===== config.mk =====
export PLATFORM = sky130hd
export DESIGN_NAME = imem_arbiter
export DESIGN_NICKNAME = d
export VERILOG_FILES = /design/src/rtl/imem_arbiter.sv
export SDC_FILE = /design/constraint.sdc
export NUM_CORES = 1
export LEC_CHECK = 0
export CORE_MARGIN = 2
export CORE_UTILIZATION = 40
export CTS_BUF_LIST = sky130_fd_sc_hd__clkbuf_16
export CTS_CLUSTER_SIZE = 28
export DETAILED_ROUTE_END_ITERATION = 16
export PLACE_DENSITY = 0.78
export SLEW_MARGIN = 20
export SYNTH_ARGS = -nofsm -noshare
export SYNTH_HDL_FRONTEND = slang
export SYNTH_SLANG_ARGS = --single-unit

===== constraint.sdc =====
create_clock -name clk -period 1.8 [get_ports clk]
set_input_delay 0.36 -clock clk [delete_from_list [all_inputs] [get_ports clk]]
set_output_delay 0.36 -clock clk [all_outputs]
set_load 0.02 [all_outputs]

===== src/rtl/imem_arbiter.sv =====
// Round-robin burst arbiter letting a fetch port and a load/debug port share one
// combinational-read instruction memory; read data is registered and tagged per requester.
module imem_arbiter #(
    parameter int unsigned AW = 6,
    parameter int unsigned DW = 32
) (
    input  logic          clk,
    input  logic          rst,
    input  logic          req0,
    input  logic [AW-1:0] addr0,
    input  logic [1:0]    len0,
    input  logic          req1,
    input  logic [AW-1:0] addr1,
    input  logic [1:0]    len1,
    output logic          gnt0,
    output logic          gnt1,
    output logic [AW-1:0] mem_addr,
    input  logic [DW-1:0] mem_rdata,
    output logic [DW-1:0] rdata,
    output logic          rvalid0,
    output logic          rvalid1,
    output logic          busy
);

    typedef enum logic [0:0] {StIdle, StBurst} state_e;

    state_e        state_q;
    logic          owner_q;
    logic          last_owner_q;
    logic [AW-1:0] base_q;
    logic [1:0]    beats_left_q;
    logic [1:0]    beat_cnt_q;
    logic          gnt0_q;
    logic          gnt1_q;
    logic          rvalid0_q;
    logic          rvalid1_q;
    logic [DW-1:0] rdata_q;
    logic          winner;

    // Under contention the port that did not win last time goes next.
    always_comb begin
        if (req0 && req1) begin
            winner = ~last_owner_q;
        end else begin
            winner = req1;
        end
    end

    always_ff @(posedge clk) begin
        if (rst) begin
            state_q      <= StIdle;
            owner_q      <= 1'b0;
            last_owner_q <= 1'b1;
            base_q       <= '0;
            beats_left_q <= 2'd0;
            beat_cnt_q   <= 2'd0;
            gnt0_q       <= 1'b0;
            gnt1_q       <= 1'b0;
            rvalid0_q    <= 1'b0;
            rvalid1_q    <= 1'b0;
            rdata_q      <= '0;
        end else begin
            gnt0_q    <= 1'b0;
            gnt1_q    <= 1'b0;
            rvalid0_q <= 1'b0;
            rvalid1_q <= 1'b0;
            case (state_q)
                StIdle: begin
                    if (req0 || req1) begin
                        owner_q      <= winner;
                        last_owner_q <= winner;
                        base_q       <= winner ? addr1 : addr0;
                        beats_left_q <= winner ? len1 : len0;
                        beat_cnt_q   <= 2'd0;
                        gnt0_q       <= ~winner;
                        gnt1_q       <= winner;
                        state_q      <= StBurst;
                    end
                end
                StBurst: begin
                    // Memory is combinational, so the beat addressed this cycle is captured now.
                    rdata_q   <= mem_rdata;
                    rvalid0_q <= ~owner_q;
                    rvalid1_q <= owner_q;
                    if (beat_cnt_q == beats_left_q) begin
                        state_q <= StIdle;
                    end else begin
                        beat_cnt_q <= beat_cnt_q + 2'd1;
                    end
                end
                default: state_q <= StIdle;
            endcase
        end
    end

    // Address arithmetic wraps naturally at the top of the AW-bit space.
    assign mem_addr = (state_q == StBurst) ? base_q + AW'(beat_cnt_q) : '0;
    assign busy     = (state_q == StBurst);
    assign gnt0     = gnt0_q;
    assign gnt1     = gnt1_q;
    assign rvalid0  = rvalid0_q;
    assign rvalid1  = rvalid1_q;
    assign rdata    = rdata_q;

endmodule


==> results of run 1 <==
==> kinds of logic (layout without fill, tap and decap cells) <==
group,after synthesis,count (layout),synth area share [%]
adders and majority gates,3,3,2.18
buffers and inverters,15,122,5.46
DFF,49,49,47.6
muxes,42,42,20.4
AOI/OAI and AO/OA,22,22,9.28
and+or+nand+nor,62,62,13.4
xor gates and xnor gates,4,4,1.70
==> path summary, 6_finish.rpt <==
path / startpoint / endpoint / slack (ns) / cells after the start
max: base_q[1] / mem_addr[4] / -0.13 / 6
min: owner_q / rvalid0 / 0.45 / 1
max reg2reg: busy / rdata[17] / 0.26 / 4
min reg2reg: owner_q / rvalid0 / 0.45 / 1
==> layer usage <==
| metal | track usage [%] | share of wire (%) | vias up |
|---|---|---|---|
| li1 | - | - | 882 |
| met1 | 19.6 | 43 | 827 |
| met2 | 28.1 | 48 | 54 |
| met3 | 6.88 | 8.3 | 7 |
| met4 | 5.26 | 1.2 | 0 |
| met5 | 0 | 0 | - |
==> metrics by stage <==
step	cell area (µm²)	hold WS, ns	cells
2_1_floorplan	2060	0.412	197
3_3_place_gp	3110	0.424	363
3_5_place_dp	3110	0.434	363
4_1_cts	3330	0.442	374
5_1_grt	3340	0.455	374
6_report	3340	0.447	374
==> cell type report <==
cell class,count,area [µm²]
flip-flops and latches,49,990
repair buffers,112,1080
clock inverters,3,37.5
clock buffers,5,125
multi-input cells,133,1020
fillers,406,1700
well taps,70,87.6
inverters,2,7.51
==> what timing repair did <==
action,CTS,global route
buffers inserted,3,0
pin swaps,4,3
resized for setup,39,3
setup endpoints to repair,6,5
==> flip-flops by register name, indices dropped and copies added, names as in the netlist <==
name / cells
rdata: 32
base_q: 6
beat_cnt_q: 2
beats_left_q: 2
busy: 1
gnt0: 1
gnt1: 1
last_owner_q: 1
owner_q: 1
rvalid0: 1
rvalid1: 1
==> placed cells by master (no fill, tap or decap), types with 2 or more instances in the layout <==
master,count
clkdlybuf4s50_1,87
mux2i_1,41
nor3_1,3
nand2_1,2
inv_1,3
o21bai_1,2
xnor2_1,3
ha_4,2
buf_6,2
o21ai_0,2
buf_4,20
dfxtp_1,44
o21ba_1,2
clkbuf_16,5
nor2_1,44
dfxtp_2,4
a21oi_1,4
nor3b_1,2
and2_1,2
a211oi_2,7
==> power groups by stage <==
| stage | Combinational (mW) | Clock (mW) | Sequential (mW) |
|---|---|---|---|
| after CTS | 0.723 | 1.05 | 1.23 |
| final | 0.719 | 1.02 | 1.23 |
| after detailed placement | 0.708 | 0 | 1.25 |
| after global routing | 0.775 | 1.09 | 1.25 |
| after global placement | 0.697 | 0 | 1.25 |
| after floorplan | 0.316 | 0 | 1.32 |
==> results.md, run 1 <==
- P_leak: 1.32 nW
- GRT overflow: 0
- P_sw: approximately 0.76 mW
- TritonCTS buffer count: 5
- Setup TNS: -0.479 ns
- Maximum vdd drop: 0.520 mV
- Final Hold Viols: 0
- Depth of the CTS H-tree: 2
- Syn. warnings: 0
- CTS clk-pin slew, worst paths: 0.06 ns
- Via count of the first global-routing pass: ~1,700
- Max clock buf depth: 2
- Post-synthesis sequential area ratio: 47.6%
- CTS sink cnt: between 40 and 50
- Die Wd: 75.8 µm
- # setup viols final: 5
- Global-route wire length before repair: ~7300 µm
- Clk_lat worst skew: 0.28 ns
- Number of synthesized register bits: 49
- Largest net degree at the start of global routing: 25
- Net Sw Frac: 25.5%
- Most numerous cell in the Yosys netlist: dfxtp_1
- Routed len/inst: roughly 13 µm
- Root buffer cell: clkbuf_16
- Worst Hold Class: reg -> reg
- Crit path max-delay family: adder cells
- Top cell type's share of synthesized area: a little under half
- Fin crit period: between 1.5 and 2 ns
- Pre-CTS setup slack: -0.369 ns
- Area leader, netlist: dfxtp_1
- Asr flop ratio synth: 0%
- Starting Density: between 40 and 50%
- Die area: approximately 5700 µm²
- Comb power frac: between 20% and 30%
- GPL Wtd Cong: just under 0.8
- Final period utilization: 107%
- Slowest CP cell: fa_2
- Final worst setup slack: -0.129 ns
- CP Buf/Inv Count: 2
- Share of cells above drive strength 1: between 10% and 20%
- Pwr dens: ~900 nW/µm²
- Number of port buffers: 94
- I/O pin total: 95
- Final Max Tran Viols: 0
- Initial antenna violation count: 0
- Max_slew headroom: 77.1%
- Clk pwr share: roughly 34%
- Startpoint Class: register
- Final HPWL DP: 3440 µm
- Drt initial violations: 52
- Avg Cell Area, Syn: about 10 µm²
- Via density: between 4 and 5
- Standard-cell rows: 26
- Cells after Synth: just under 200
- Post-synthesis cell area: ~2100 µm²
- Total power draw: 2.98 mW
- Drt first pass iters: 4
- Routed Antenna Nets: 0
- Fin Clk Skew: 0.00312 ns
- Crit Path Class: reg -> out
- Crit path cell chain: buf_6 -> fa_2 -> nand3_2 -> xor2_1 -> nor2_1 -> buf_4
- Total wire length: 4780 µm
- Top FF cell, synth: dfxtp_1
- Failing checks: negative setup slack
- Post-synth EDFFs: 0
- CP peak stage delay: approximately 0.4 ns
- # Max-Cap Violations: 0
- Die Ht: 75.8 µm
- Status: finished, violations left
- Vias: around 1,800
- Hold-fix buffers at CTS: 0
- Sequential share of power: between 40 and 50%
- Syn nets: ~250
- CP max FO: 3
- FMAX: between 500 and 600 MHz
- Actual slew at the worst max-slew pin: 0.344 ns
- CTS tree: yes
- Area contributors post-synth: dfxtp_1 (48%), mux2i_1 (20%), nor2_1 (8.0%), a211oi_2 (4.2%), buf_6 (1.6%)
- Final nets: between 300 and 400
- P_int: 2.22 mW
- Most instantiated cells after synthesis: dfxtp_1 (49), nor2_1 (44), mux2i_1 (41)
- Remaining DRCs: 0
- Core Region: roughly 5000 µm²
- Total GRT Usage: about 17%
- N_diodes: 0
- Worst EP required: between 1 and 1.5 ns
- Synthesis-to-finish area growth: 62.2%
- CP Data Arrival Time: about 1.6 ns
- RSZ-0062 raised after global routing: yes
- Count of cell types in the netlist: 34
- Post-layout util: between 60% and 70%
- Setup crit end kind: output port
(Power assumes the default switching activity.)
==> inputs of run 2 (changes only) <==
--- a/config.mk
+++ b/config.mk
@@ -11,6 +11,7 @@
 export CTS_CLUSTER_SIZE = 28
 export DETAILED_ROUTE_END_ITERATION = 16
 export PLACE_DENSITY = 0.78
+export SKIP_LAST_GASP = 1
 export SLEW_MARGIN = 20
 export SYNTH_ARGS = -nofsm -noshare
 export SYNTH_HDL_FRONTEND = slang
==> run 2 against run 1 <==
  * The flow still finishes with violations (negative setup slack)
  * Sequential share of layout area is 0.067 points higher
  * Clock skew hardly changed
  * Worst setup slack better by 0.0024 ns
  * Largest power group unchanged
  * Sequential power hardly changed
  * Routed wire length is 0.13% lower
  * Global-route usage hardly changed
  * Clock power hardly changed
  * Critical path depth stayed put
  * Count of clock-buffer cells in the layout stayed put
  * Combinational power hardly changed
==> results.md, run 2 (synthesis gave the netlist of run 1 again) <==
- N_diodes: 0 (unchanged)
- Post-route cell area: 3340 µm² (-0.22%)
- Final nets: 358 (unchanged)
- Crit Path Class: reg -> out
- CTS sink cnt: 49 (unchanged)
- Setup TNS: -0.466 ns (+0.0136 ns)
- Post-route non-filler standard cell count: 374 (unchanged)
- Reg2reg path depth: 4 (unchanged)
- Die Ht: 75.8 µm (unchanged)
- Max_slew headroom: 76.7% (-0.31 points)
- GRT overflow: 0 (unchanged)
- Pwr dens: 890 nW/µm² (about the same)
- Most frequent cells in the layout: clkdlybuf4s50_1 (87), nor2_1 (44), dfxtp_1 (44), mux2i_1 (41), buf_4 (20)
- Startpoint Class: register
- Most common cell after layout, fill and taps aside: clkdlybuf4s50_1
- CTS tree: yes
- FMAX: 519 MHz (+0.12%)
- Routed len/inst: 12.8 µm (-0.13%)
- Status: finished, violations left
- Synthesis-to-finish area growth: 61.8%
- Fin Clk Skew: 0.00361 ns (+0.000494 ns)
- Final period utilization: 107% (-0.13 points)
- Core Region: 5040 µm² (unchanged)
- Drt initial violations: 34 (-35%)
- Actual slew at the worst max-slew pin: 0.349 ns (+0.00458 ns)
- Largest net degree at the start of global routing: 25 (unchanged)
- Global-route wire length before repair: 7320 µm (about the same)
- Root buffer cell: clkbuf_16
- Number of port buffers: 94 (unchanged)
- Share of cells above drive strength 1: 17.4% (unchanged)
- Fillers: 409 (+0.74%)
- Maximum vdd drop: 0.521 mV (+0.20%)
- Placed cell count: 363 (unchanged)
- Via density: 4.69 (-0.96%)
- Total power draw: 2.97 mW (-0.21%)
- Via count of the first global-routing pass: 1,668 (-0.77%)
- Max reg flops: 32 (unchanged)
- Final Max Tran Viols: 0 (unchanged)
- Worst EP required: 1.44 ns (about the same)
- CTS clk-pin slew, worst paths: 0.06 ns (about the same)
- Drt first pass iters: 4 (unchanged)
- Depth of the CTS H-tree: 2 (unchanged)
- Die area: 5740 µm² (unchanged)
- Area after DPL: 3110 µm² (unchanged)
- Setup crit end kind: output port
- I/O pin total: 95 (unchanged)
- Starting Density: 40.9% (unchanged)
- Vias: 1,753 (-0.96%)
- Final worst setup slack: -0.127 ns (+0.00237 ns)
- Hold path depth: 1 (unchanged)
- Die Wd: 75.8 µm (unchanged)
- Total wire length: 4780 µm (-0.13%)
- Remaining DRCs: 0 (unchanged)
- CP max FO: 3 (unchanged)
- Fin crit period: 1.93 ns (-0.00237 ns)
- Clk_lat worst skew: 0.28 ns (about the same)
- Final Hold Viols: 0 (unchanged)
- P_leak: 1.32 nW (-0.12%)
- Standard-cell rows: 26 (unchanged)
- # Max-Cap Violations: 0 (unchanged)
- Final HPWL DP: 3440 µm (unchanged)
- GPL Wtd Cong: 0.790 (unchanged)
- Failing checks: negative setup slack
- CP Data Arrival Time: 1.57 ns (about the same)
- RSZ-0062 raised after global routing: yes
- TritonCTS buffer count: 5 (unchanged)
- Max clock buf depth: 2 (unchanged)
- Routed Antenna Nets: 0 (unchanged)
- # setup viols final: 5 (unchanged)
- Total GRT Usage: 16.8% (+0.032 points)
- Initial antenna violation count: 0 (unchanged)
- Worst Hold Class: reg -> reg
==> run 2: cell types whose count changed in the layout (fill, tap and decap cells not counted) <==
| cell | previous run | this run |
|---|---|---|
| a21oi_2 | 0 | 1 |
| a21oi_4 | 1 | 0 |
==> run 2: cell type report <==
cell class	instances	area, µm²	area share, %
multi-input cells	133	1010	30.3
flip-flops and latches	49	990	29.7
clock inverters	3	37.5	1.12
clock buffers	5	125	3.75
repair buffers	112	1080	32.3
inverters	2	7.51	0.225
well taps	70	87.6	2.62
==> run 2: report_power, final <==
part           switching, mW  total (mW)  internal, mW
Clock                  0.375        1.02         0.645
Sequential            0.0583        1.23          1.18
Combinational          0.322       0.717         0.395
Total                  0.755        2.97          2.22
==> run 2: layer usage <==
metal / GRT usage, % / vias to the layer above / part of all wire (%)
met5: 0 / - / 0
met3: 6.88 / 7 / 8.1
met2: 28.1 / 54 / 48
met1: 19.7 / 813 / 43
met4: 5.26 / 0 / 1.2
li1: - / 879 / -
==> run 2: worst max-delay path, stage by stage (launching register included) <==
cell and delay (ns):
dfxtp_4 0.36, buf_6 0.11, fa_2 0.40, nand3_2 0.08
xor2_1 0.13, nor2_1 0.06, buf_4 0.15
==> run 2: worst paths after layout <==
path | startpoint | end | slack [ns]
max reg2reg | busy | rdata[17] | 0.26
min reg2reg | owner_q | rvalid0 | 0.45
min | owner_q | rvalid0 | 0.45
max | base_q[1] | mem_addr[4] | -0.13
==> run 2: timing repair <==
action	CTS	global route
hold buffers	0	0
gates resized for setup	38	3
pin swaps	4	3
endpoints found under the setup margin	6	5
buffers inserted	3	0
==> run 2: metrics by stage <==
| stage | utilization [%] | worst slack, ns | hold WS, ns |
|---|---|---|---|
| 5_1_grt | 66.2 | -0.189 | 0.455 |
| 3_5_place_dp | 61.6 | -0.369 | 0.434 |
| 4_1_cts | 66.0 | -0.167 | 0.442 |
| 6_report | 66.2 | -0.127 | 0.447 |
| 3_3_place_gp | 61.6 | -0.339 | 0.424 |
| 2_1_floorplan | - | 0.0546 | 0.412 |
==> inputs of run 3 (changes only) <==
--- a/config.mk
+++ b/config.mk
@@ -5,7 +5,8 @@
 export SDC_FILE = /design/constraint.sdc
 export NUM_CORES = 1
 export LEC_CHECK = 0
-export CORE_MARGIN = 2
+export ABC_CLOCK_PERIOD_IN_PS = 1800
+export CORE_MARGIN = 3
 export CORE_UTILIZATION = 40
 export CTS_BUF_LIST = sky130_fd_sc_hd__clkbuf_16
 export CTS_CLUSTER_SIZE = 28
==> run 3 against run 2 <==
  * The run still ends with negative setup slack left
  * First-iteration DRC count is 85% higher
  * Utilization is 2.4 points higher
  * Final cell count is 1.3% lower
  * Sequential power hardly changed
  * Critical endpoint unchanged
  * Largest cell class unchanged
==> results.md, run 3 (synthesis gave the netlist of run 1 again) <==
- WHS Endpoint: rvalid0
- Post-route non-filler standard cell count: 369 (-1.3%)
- CP Data Arrival Time: 1.59 ns (+0.02 ns)
- Fillers: 391 (-4.4%)
- Maximum vdd drop: 0.652 mV (+25%)
- Share of cells above drive strength 1: 17.2% (-0.22 points)
- Fin Clk Skew: 0.00263 ns (-0.000978 ns)
- M1 GR Usage: 21.5% (+1.8 points)
- Max clock buf depth: 2 (unchanged)
- R2R setup slack: 0.18 ns (-0.08 ns)
- GRT busiest layer: met2
- GPL Wtd Cong: 0.779 (-1.4%)
- CTS sink cnt: 49 (unchanged)
- Worst EP required: 1.44 ns (about the same)
- Global-route wire length before repair: 8230 µm (+12%)
- Actual slew at the worst max-slew pin: 0.494 ns (+0.145 ns)
- Post-layout util: 68.6% (+2.4 points)
- # setup viols final: 5 (unchanged)
- Drt first pass iters: 4 (unchanged)
- Min-delay src: owner_q
- RSZ-0062 raised after global routing: yes
- Die Wd: 77.8 µm (+2.6%)
- Pre-CTS setup slack: -0.370 ns (-0.000825 ns)
- Total power draw: 2.99 mW (+0.52%)
- Via count of the first global-routing pass: 1,779 (+6.7%)
- Hold path depth: 1 (unchanged)
- Max reg flops: 32 (unchanged)
- Final worst setup slack: -0.146 ns (-0.0193 ns)
- Fin crit period: 1.95 ns (+0.0193 ns)
- Final nets: 356 (-0.56%)
- Synthesis-to-finish area growth: 61.3%
- Post-route cell area: 3330 µm² (-0.30%)
- Die area: 6050 µm² (+5.3%)
- Failing checks: negative setup slack
- Most common cell after layout, fill and taps aside: clkdlybuf4s50_1
- Total wire length: 4910 µm (+2.9%)
- Standard-cell rows: 25 (-3.8%)
- GRT overflow: 0 (unchanged)
- Crit Path Class: reg -> out
- Routed len/inst: 13.3 µm (+4.3%)
- Worst Hold Class: reg -> reg
- # Max-Cap Violations: 0 (unchanged)
- Total GRT Usage: 16.8% (about the same)
- Max_slew headroom: 67.1% (-9.7 points)
- Met2 Use GR: 24.8% (-3.2 points)
- Via density: 4.72 (+0.66%)
- CTS clk-pin slew, worst paths: 0.06 ns (about the same)
- Initial antenna violation count: 0 (unchanged)
- Setup crit end kind: output port
- Final period utilization: 108% (+1.1 points)
- Number of port buffers: 94 (unchanged)
- Core Region: 4850 µm² (-3.8%)
- Most frequent cells in the layout: clkdlybuf4s50_1 (87), nor2_1 (44), dfxtp_1 (44), mux2i_1 (41), buf_4 (19)
- CTS tree: yes
- Starting Density: 42.5% (+1.6 points)
- Root buffer cell: clkbuf_16
- Area after DPL: 3100 µm² (-0.12%)
- Final Hold Viols: 0 (unchanged)
- Routing usage on met3: 7.66% (+0.78 points)
- Hold Slack: 0.446 ns (-0.00112 ns)
- FMAX: 514 MHz (-0.99%)
- Status: finished, violations left
- Drt initial violations: 63 (+85%)
- Startpoint Class: register
- CP max FO: 2 (-1)
- Final HPWL DP: 3610 µm (+4.8%)
- TritonCTS buffer count: 5 (unchanged)
- I/O pin total: 95 (unchanged)
- Routed Antenna Nets: 0 (unchanged)
- Pwr dens: 898 nW/µm² (+0.82%)
- Placed cell count: 360 (-0.83%)
- Die Ht: 77.8 µm (+2.6%)
- Clk_lat worst skew: 0.28 ns (about the same)
- Setup TNS: -0.551 ns (-0.0856 ns)
- Remaining DRCs: 0 (unchanged)
- Worst reg2reg path endpoint: base_q[1]
- P_leak: 1.30 nW (-1.3%)
- Reg2reg path depth: 5 (+1)
- Launching point of the worst reg2reg path: busy
- Largest net degree at the start of global routing: 33 (+32%)
- Depth of the CTS H-tree: 2 (unchanged)
- Final Max Tran Viols: 0 (unchanged)
- Vias: 1,741 (-0.68%)
- N_diodes: 0 (unchanged)
-- run 3: area by class of cell --
class / count / area [µm²] / area share [%]
multi-input combinational: 133 / 1020 / 30.7
sequential: 49 / 990 / 29.7
inverter: 2 / 7.51 / 0.226
clock buffer: 5 / 125 / 3.76
tap: 67 / 83.8 / 2.52
clock inverter: 3 / 41.3 / 1.24
timing repair buffer: 110 / 1060 / 31.8
-- run 3: how the worst max path moves through the flow --
stage | from | to | slack (ns) | cells past startpoint
CTS | base_q[0] | mem_addr[4] | -0.15 | 6
global route | base_q[0] | mem_addr[4] | -0.21 | 6
global placement | base_q[0] | mem_addr[4] | -0.33 | 6
detailed placement | base_q[0] | mem_addr[4] | -0.37 | 6
floorplan | beat_cnt_q[0] | mem_addr[4] | 0.05 | 5
finish | base_q[0] | mem_addr[4] | -0.15 | 6
-- run 3: repair_timing --
action                                  4_1_cts  5_1_grt
gates resized for setup                      36        5
endpoints found under the setup margin        6        5
hold buffers                                  0        0
pin swaps                                     2        6
buffers inserted                              1        0
-- run 3: critical path, stage by stage (launching register included) --
cell	delay (ns)
dfxtp_2	0.34
ha_4	0.17
fa_2	0.39
nand3_2	0.08
xor2_1	0.13
nor2_1	0.05
buf_4	0.15
-- run 3: where the power goes --
group	switching (mW)	leakage, nW	internal (mW)
logic	0.323	0.821	0.391
registers	0.0568	0.405	1.17
clock network	0.391	0.0775	0.650
total	0.771	1.30	2.22
-- run 3: per-layer routing --
layer  vias to the layer above  routed length [µm]
met2                        73                2160
met1                       784                2140
met3                         7                 561
met5                         -                   0
met4                         0                  53
li1                        877                   -
